**config.mk**
```make
export PLATFORM = sky130hd
export DESIGN_NAME = muldiv_unit
export DESIGN_NICKNAME = d
export VERILOG_FILES = /design/src/rtl/muldiv_unit.sv
export SDC_FILE = /design/constraint.sdc
export NUM_CORES = 1
export LEC_CHECK = 0
export ABC_CLOCK_PERIOD_IN_PS = 4360
export CAP_MARGIN = 20
export CORE_MARGIN = 1
export CORE_UTILIZATION = 45
export DETAILED_ROUTE_END_ITERATION = 6
export PLACE_DENSITY = 0.69
export SLEW_MARGIN = 20
export SYNTH_ARGS = -nofsm -noshare
export SYNTH_HDL_FRONTEND = slang
export SYNTH_SLANG_ARGS = --single-unit
```
**constraint.sdc**
```tcl
create_clock -name clk -period 4.36 [get_ports clk]
set_clock_uncertainty 0.1 [all_clocks]
set_input_delay 0.436 -clock clk [delete_from_list [all_inputs] [get_ports clk]]
set_output_delay 0.436 -clock clk [all_outputs]
set_load 0.02 [all_outputs]
```
**src/rtl/muldiv_unit.sv**
```systemverilog
// Iterative 32-bit multiply/divide unit owning the architectural HI/LO registers.
// Optional divider datapath: define MULDIV_DIV_EN to compile it in; otherwise DIV/DIVU complete as no-ops.
module muldiv_unit (
  input  logic        clk,
  input  logic        rst,
  input  logic [31:0] A,
  input  logic [31:0] B,
  input  logic [2:0]  op,
  input  logic        start,
  output logic        busy,
  output logic        done,
  output logic [31:0] hi,
  output logic [31:0] lo,
  output logic        div_zero
);

  localparam int unsigned W = 32;
  localparam int unsigned CW = 6;
  localparam logic [CW-1:0] LAST_ITER = CW'(W - 1);

  localparam logic [2:0] OP_MTHI = 3'b100;
  localparam logic [2:0] OP_MTLO = 3'b101;
`ifdef MULDIV_DIV_EN
  localparam logic [2:0] OP_DIV  = 3'b010;
  localparam logic [2:0] OP_DIVU = 3'b011;
`endif

  typedef enum logic {
    IDLE = 1'b0,
    RUN  = 1'b1
  } state_t;

  state_t state, state_d;

  logic [2*W-1:0] acc, acc_d;
  logic [W-1:0]   opnd, opnd_d;
  logic [CW-1:0]  cnt, cnt_d;
  logic           neg, neg_d;
  logic [W-1:0]   hi_d, lo_d;
  logic           done_d, dz_d;
`ifdef MULDIV_DIV_EN
  logic           is_div, is_div_d;
  logic           neg_r, neg_r_d;
`endif

  logic           is_mul_c, is_div_ok_c, signed_c, launch_c;
  logic [W-1:0]   mag_a_c, mag_b_c;
  logic [2*W-1:0] init_acc_c;
  logic [W-1:0]   init_opnd_c;
  logic [W:0]     mul_sum_c;
  logic [2*W-1:0] mul_step_c, step_c, mul_res_c;
  logic [W-1:0]   res_hi_c, res_lo_c;

  // Operation decode and operand magnitudes for the launch cycle
  assign is_mul_c = (op[2:1] == 2'b00);
  assign signed_c = ~op[0];
  assign mag_a_c  = (signed_c && A[W-1]) ? -A : A;
  assign mag_b_c  = (signed_c && B[W-1]) ? -B : B;
`ifdef MULDIV_DIV_EN
  assign is_div_ok_c = (op[2:1] == 2'b01) && (B != 32'd0);
  assign init_acc_c  = is_mul_c ? {32'd0, mag_b_c} : {32'd0, mag_a_c};
  assign init_opnd_c = is_mul_c ? mag_a_c : mag_b_c;
`else
  assign is_div_ok_c = 1'b0;
  assign init_acc_c  = {32'd0, mag_b_c};
  assign init_opnd_c = mag_a_c;
`endif
  assign launch_c = start && (state == IDLE) && (is_mul_c || is_div_ok_c);

  assign busy = (state == RUN);

  // Multiply: add multiplicand into the upper half when the LSB is set, then shift right
  assign mul_sum_c  = {1'b0, acc[2*W-1:W]} + (acc[0] ? {1'b0, opnd} : 33'd0);
  assign mul_step_c = {mul_sum_c, acc[W-1:1]};
  assign mul_res_c  = neg ? -step_c : step_c;

`ifdef MULDIV_DIV_EN
  // Restoring divide: {remainder, quotient/dividend} shifts left one bit per cycle
  logic [W:0]     div_trial_c;
  logic [2*W-1:0] div_step_c;
  assign div_trial_c = acc[2*W-1:W-1] - {1'b0, opnd};
  assign div_step_c  = div_trial_c[W] ? {acc[2*W-2:0], 1'b0}
                                      : {div_trial_c[W-1:0], acc[W-2:0], 1'b1};
  assign step_c   = is_div ? div_step_c : mul_step_c;
  assign res_lo_c = is_div ? (neg ? -step_c[W-1:0] : step_c[W-1:0]) : mul_res_c[W-1:0];
  assign res_hi_c = is_div ? (neg_r ? -step_c[2*W-1:W] : step_c[2*W-1:W]) : mul_res_c[2*W-1:W];
`else
  assign step_c   = mul_step_c;
  assign res_lo_c = mul_res_c[W-1:0];
  assign res_hi_c = mul_res_c[2*W-1:W];
`endif

  // State register
  always_ff @(posedge clk) begin
    if (rst) state <= IDLE;
    else     state <= state_d;
  end

  // Next-state logic
  always_comb begin
    state_d = state;
    case (state)
      IDLE:    if (launch_c) state_d = RUN;
      RUN:     if (cnt == LAST_ITER) state_d = IDLE;
      default: state_d = IDLE;
    endcase
  end

  // Output and datapath next values
  always_comb begin
    hi_d     = hi;
    lo_d     = lo;
    done_d   = 1'b0;
    dz_d     = div_zero;
    acc_d    = acc;
    opnd_d   = opnd;
    neg_d    = neg;
    cnt_d    = cnt;
`ifdef MULDIV_DIV_EN
    is_div_d = is_div;
    neg_r_d  = neg_r;
`endif
    case (state)
      IDLE: begin
        if (start) begin
          dz_d = 1'b0;
          if (launch_c) begin
            cnt_d    = '0;
            acc_d    = init_acc_c;
            opnd_d   = init_opnd_c;
            neg_d    = signed_c & (A[W-1] ^ B[W-1]);
`ifdef MULDIV_DIV_EN
            is_div_d = ~is_mul_c;
            neg_r_d  = signed_c & A[W-1];
`endif
          end else begin
            done_d = 1'b1;
            case (op)
              OP_MTHI: hi_d = A;
              OP_MTLO: lo_d = A;
`ifdef MULDIV_DIV_EN
              OP_DIV, OP_DIVU: dz_d = 1'b1;
`endif
              default: ;
            endcase
          end
        end
      end
      RUN: begin
        acc_d = step_c;
        cnt_d = cnt + 6'd1;
        if (cnt == LAST_ITER) begin
          done_d = 1'b1;
          hi_d   = res_hi_c;
          lo_d   = res_lo_c;
        end
      end
      default: ;
    endcase
  end

  // Datapath and output registers
  always_ff @(posedge clk) begin
    if (rst) begin
      hi       <= '0;
      lo       <= '0;
      done     <= 1'b0;
      div_zero <= 1'b0;
      acc      <= '0;
      opnd     <= '0;
      neg      <= 1'b0;
      cnt      <= '0;
`ifdef MULDIV_DIV_EN
      is_div   <= 1'b0;
      neg_r    <= 1'b0;
`endif
    end else begin
      hi       <= hi_d;
      lo       <= lo_d;
      done     <= done_d;
      div_zero <= dz_d;
      acc      <= acc_d;
      opnd     <= opnd_d;
      neg      <= neg_d;
      cnt      <= cnt_d;
`ifdef MULDIV_DIV_EN
      is_div   <= is_div_d;
      neg_r    <= neg_r_d;
`endif
    end
  end

endmodule
```
==> results.sh, run 1 <==
export IMPL_status="completed"
export IMPL_final_common_cell="nor2_1"
export IMPL_syn_num_nets=1601
export IMPL_port_buffers=135
export IMPL_start_kind="flop"
export IMPL_synth_top_flop_cell="dfxtp_1"
export IMPL_nets=1748
export IMPL_die_y_um=161
export IMPL_synth_edf_count=0
export IMPL_grt_pass1_wl_mm=58.4
export IMPL_power_leakage_nw=5.46
export IMPL_critPathBufInv=2
export IMPL_min_path_type="reg -> reg"
export IMPL_worst_path_most_repeated_cell="a211o_1"
export IMPL_ir_drop_uv=230
export IMPL_drv_slew=0
export IMPL_clkLatencyLatePin_ps=440
export IMPL_cts_root_buf="clkbuf_16"
export IMPL_synthCells=1494
export IMPL_maxCapViolations=0
export IMPL_h_tree_depth=4
export IMPL_yosys_warnings=0
export IMPL_initial_core_util_pct=46.2
export IMPL_period_needed_ps=4290
export IMPL_pin_count=137
export IMPL_syn2layout_area_growth_pct=25.5
export IMPL_crit_required_ps=4610
export IMPL_via_count=11800
export IMPL_critPathLaunch="acc[0]"
export IMPL_cts_made_buffers=17
export IMPL_r2r_start="acc[0]"
export IMPL_async_flop_share_pct=0
export IMPL_clkTransAtPathRegs_ps=70
export IMPL_die_width_um=161
export IMPL_critical_path_cell_chain="buf_4, bufbuf_16, and2_1, ha_1, a211o_1, a211o_1, and2_1, or3_1, a211o_1, and4b_1, nand4_1, o31ai_1, mux2i_1, o41ai_1"
export IMPL_clockBufferDepth=2
export IMPL_rsz0062_at_grt="true"
export IMPL_power_density_mw_per_mm2=272
export IMPL_grt_ovfl_total=0
export IMPL_grt_pass1_vias=11000
export IMPL_max_stage_delay_ps=360
export IMPL_cts_sinks=169
export IMPL_die_area_mm2=0.0258
export IMPL_dr_first_iter_drc_count=1073
export IMPL_cp_depth=14
export IMPL_slew_headroom_pct=28.1
export IMPL_ctsHoldBuffers=0
export IMPL_vias_per_cell=5.98
export IMPL_antenna_found_initial=0
export IMPL_insertedDiodeCount=0
export IMPL_cts_tree="done"
export IMPL_wire_per_inst_um=18.8
export IMPL_rows=57
export IMPL_drive_gt1_share_pct=10.9
export IMPL_drt_pass1_iter_count=5
export IMPL_reg2reg_depth=14
export IMPL_synth_seq_cells=169
export IMPL_setup_viol=0
export IMPL_critPathCaptureType="flop"
export IMPL_fillerInstances=2325
export IMPL_r2r_setup_slack_ps=70
export IMPL_place_congestion=0.961
export IMPL_dp_cells=1936
export IMPL_cp_arrival_ps=4540
export IMPL_drc_errors=0
export IMPL_avgSynthCellArea_um2=7.58
export IMPL_worst_path_max_delay_cell="dfxtp_4"
export IMPL_drt_total_wl_mm=37.2
export IMPL_layout_common_cells="197 x nor2_1, 169 x a21oi_1, 166 x dfxtp_1, 134 x clkdlybuf4s50_1, 116 x nand2_1"
export IMPL_cp_max_fo=16
export IMPL_rr_endpoint="hi[26]"
export IMPL_hpwl_mm=27.1
export IMPL_grt_total_usage_pct=28.4
export IMPL_setup_tns_ps=0
export IMPL_coreArea_mm2=0.0245
export IMPL_fin_cells=1978
export IMPL_critPathCapture="hi[26]"
export IMPL_grt_max_degree=93
export IMPL_ys_types=65
export IMPL_cp_top_family="compound AO/OA/AOI/OAI gates"
export IMPL_worstMarginPinSlew_ps=1080
export IMPL_path_class="reg -> reg"
export IMPL_fmax_mhz=233
export IMPL_ys_seq_area_share_pct=29.9
export IMPL_final_antenna_net_count=0
export IMPL_syn_cell_area_mm2=0.0113
export IMPL_period_share_pct=98.4
export IMPL_finalHoldViolations=0
[synthesized netlist by cell type (all sizes together) (11+ instances only)]
cell type,n,share of area (%)
or4,15,1.1
inv,15,0.50
nor2,198,6.6
or3,19,1.1
nand4,11,0.61
a21oi,173,7.6
a22oi,31,2.1
dfxtp,169,30
nor4,15,0.83
o41ai,21,1.7
nor3,24,1.1
a21o,14,0.93
nand3,23,1.0
o31ai,22,1.5
a31oi,16,0.88
xor2,81,6.3
nand2,116,3.8
xnor2,50,3.9
ha,36,4.0
and3,38,2.1
o21ai,66,2.9
nand2b,11,0.61
a211oi,73,4.9
and2,42,2.3
clkbuf,95,3.1
[cells by family (layout without fill, tap and decap cells)]
| group | after synthesis | count (layout) | share of synthesized area, % |
|---|---|---|---|
| multiplexers | 10 | 10 | 0.906 |
| AO/OA/AOI/OAI | 483 | 483 | 27.6 |
| other | 1 | 1 | 0.0331 |
| AND/OR/NAND/NOR | 544 | 544 | 23.4 |
| XOR/XNOR | 131 | 131 | 10.1 |
| adder cells (fa/ha/maj) | 37 | 37 | 4.15 |
| flip-flops | 169 | 169 | 29.9 |
| buffers and inverters | 119 | 279 | 3.98 |
[registers in the layout, summed over array words and instances (netlist names)]
name  count
acc      64
hi       32
lo       32
opnd     32
cnt       6
busy      1
done      1
neg       1
[worst register-to-register path: stages (launching register included)]
cell and delay [ps]:
dfxtp_4 360, buf_4 150, bufbuf_16 280, and2_1 170, ha_1 310, a211o_1 330, a211o_1 300, and2_1 180
or3_1 320, a211o_1 350, and4b_1 320, nand4_1 260, o31ai_1 350, mux2i_1 130, o41ai_1 290
[per-layer routing]
metal  track usage, %  up-vias  share of wire (%)
met5                0        -                  0
met4             9.48        0                2.4
met3             3.62       62                6.3
met2             44.6      413                 45
met1             40.0     5606                 46
li1                 -     5749                  -
[per-stage QoR]
step                setup WS, ps  instance area (um2)  power [W]  util, %  hold WS (ps)
floorplan                   31.7                11300    0.00204        -           327
global placement            24.8                13400    0.00230     54.6           342
detailed placement         -40.0                13400    0.00230     54.6           346
CTS                        -32.9                14100    0.00386     57.4           359
global route               -30.9                14200    0.00400     57.9           375
finish                      68.7                14200    0.00387     57.9           355
[where the power goes]
group          leakage, nW  switching [W]  total, W  internal (W)
logic                 3.80       0.000396  0.000673      0.000276
registers             1.37      0.0000413   0.00163       0.00159
clock network        0.288       0.000735   0.00157      0.000834
[cell type report]
type	instances	area (um2)	area share [%]
flip-flops and latches	169	3390	23.9
clock inverters	13	153	1.07
clock buffers	19	443	3.12
inverters	15	56.3	0.396
well taps	324	405	2.85
repair buffers	232	2130	15.0
multi-input cells	1206	7640	53.7
[how the worst min path moves through the flow]
stage,start,to,slack (ps),cells after the start
finish,hi[12],hi[12],360,2
global route,hi[12],hi[12],370,2
CTS,hi[12],hi[12],360,2
detailed placement,opnd[0],opnd[0],350,2
global placement,hi[15],hi[15],340,2
floorplan,opnd[29],opnd[29],330,2
[what timing repair did]
action	in CTS	in global routing
gates resized for setup	7	19
setup endpoints to repair	5	10
pin swaps	11	13
cloned	1	0
buffers inserted	4	5
Power figures use the tool's default switching activity.
==> inputs of run 2 (changes only) <==
- ABC_CLOCK_PERIOD_IN_PS: 4360 -> default
==> results of run 2 <==
Final layout, timing and power as in run 1 (identical DEF).
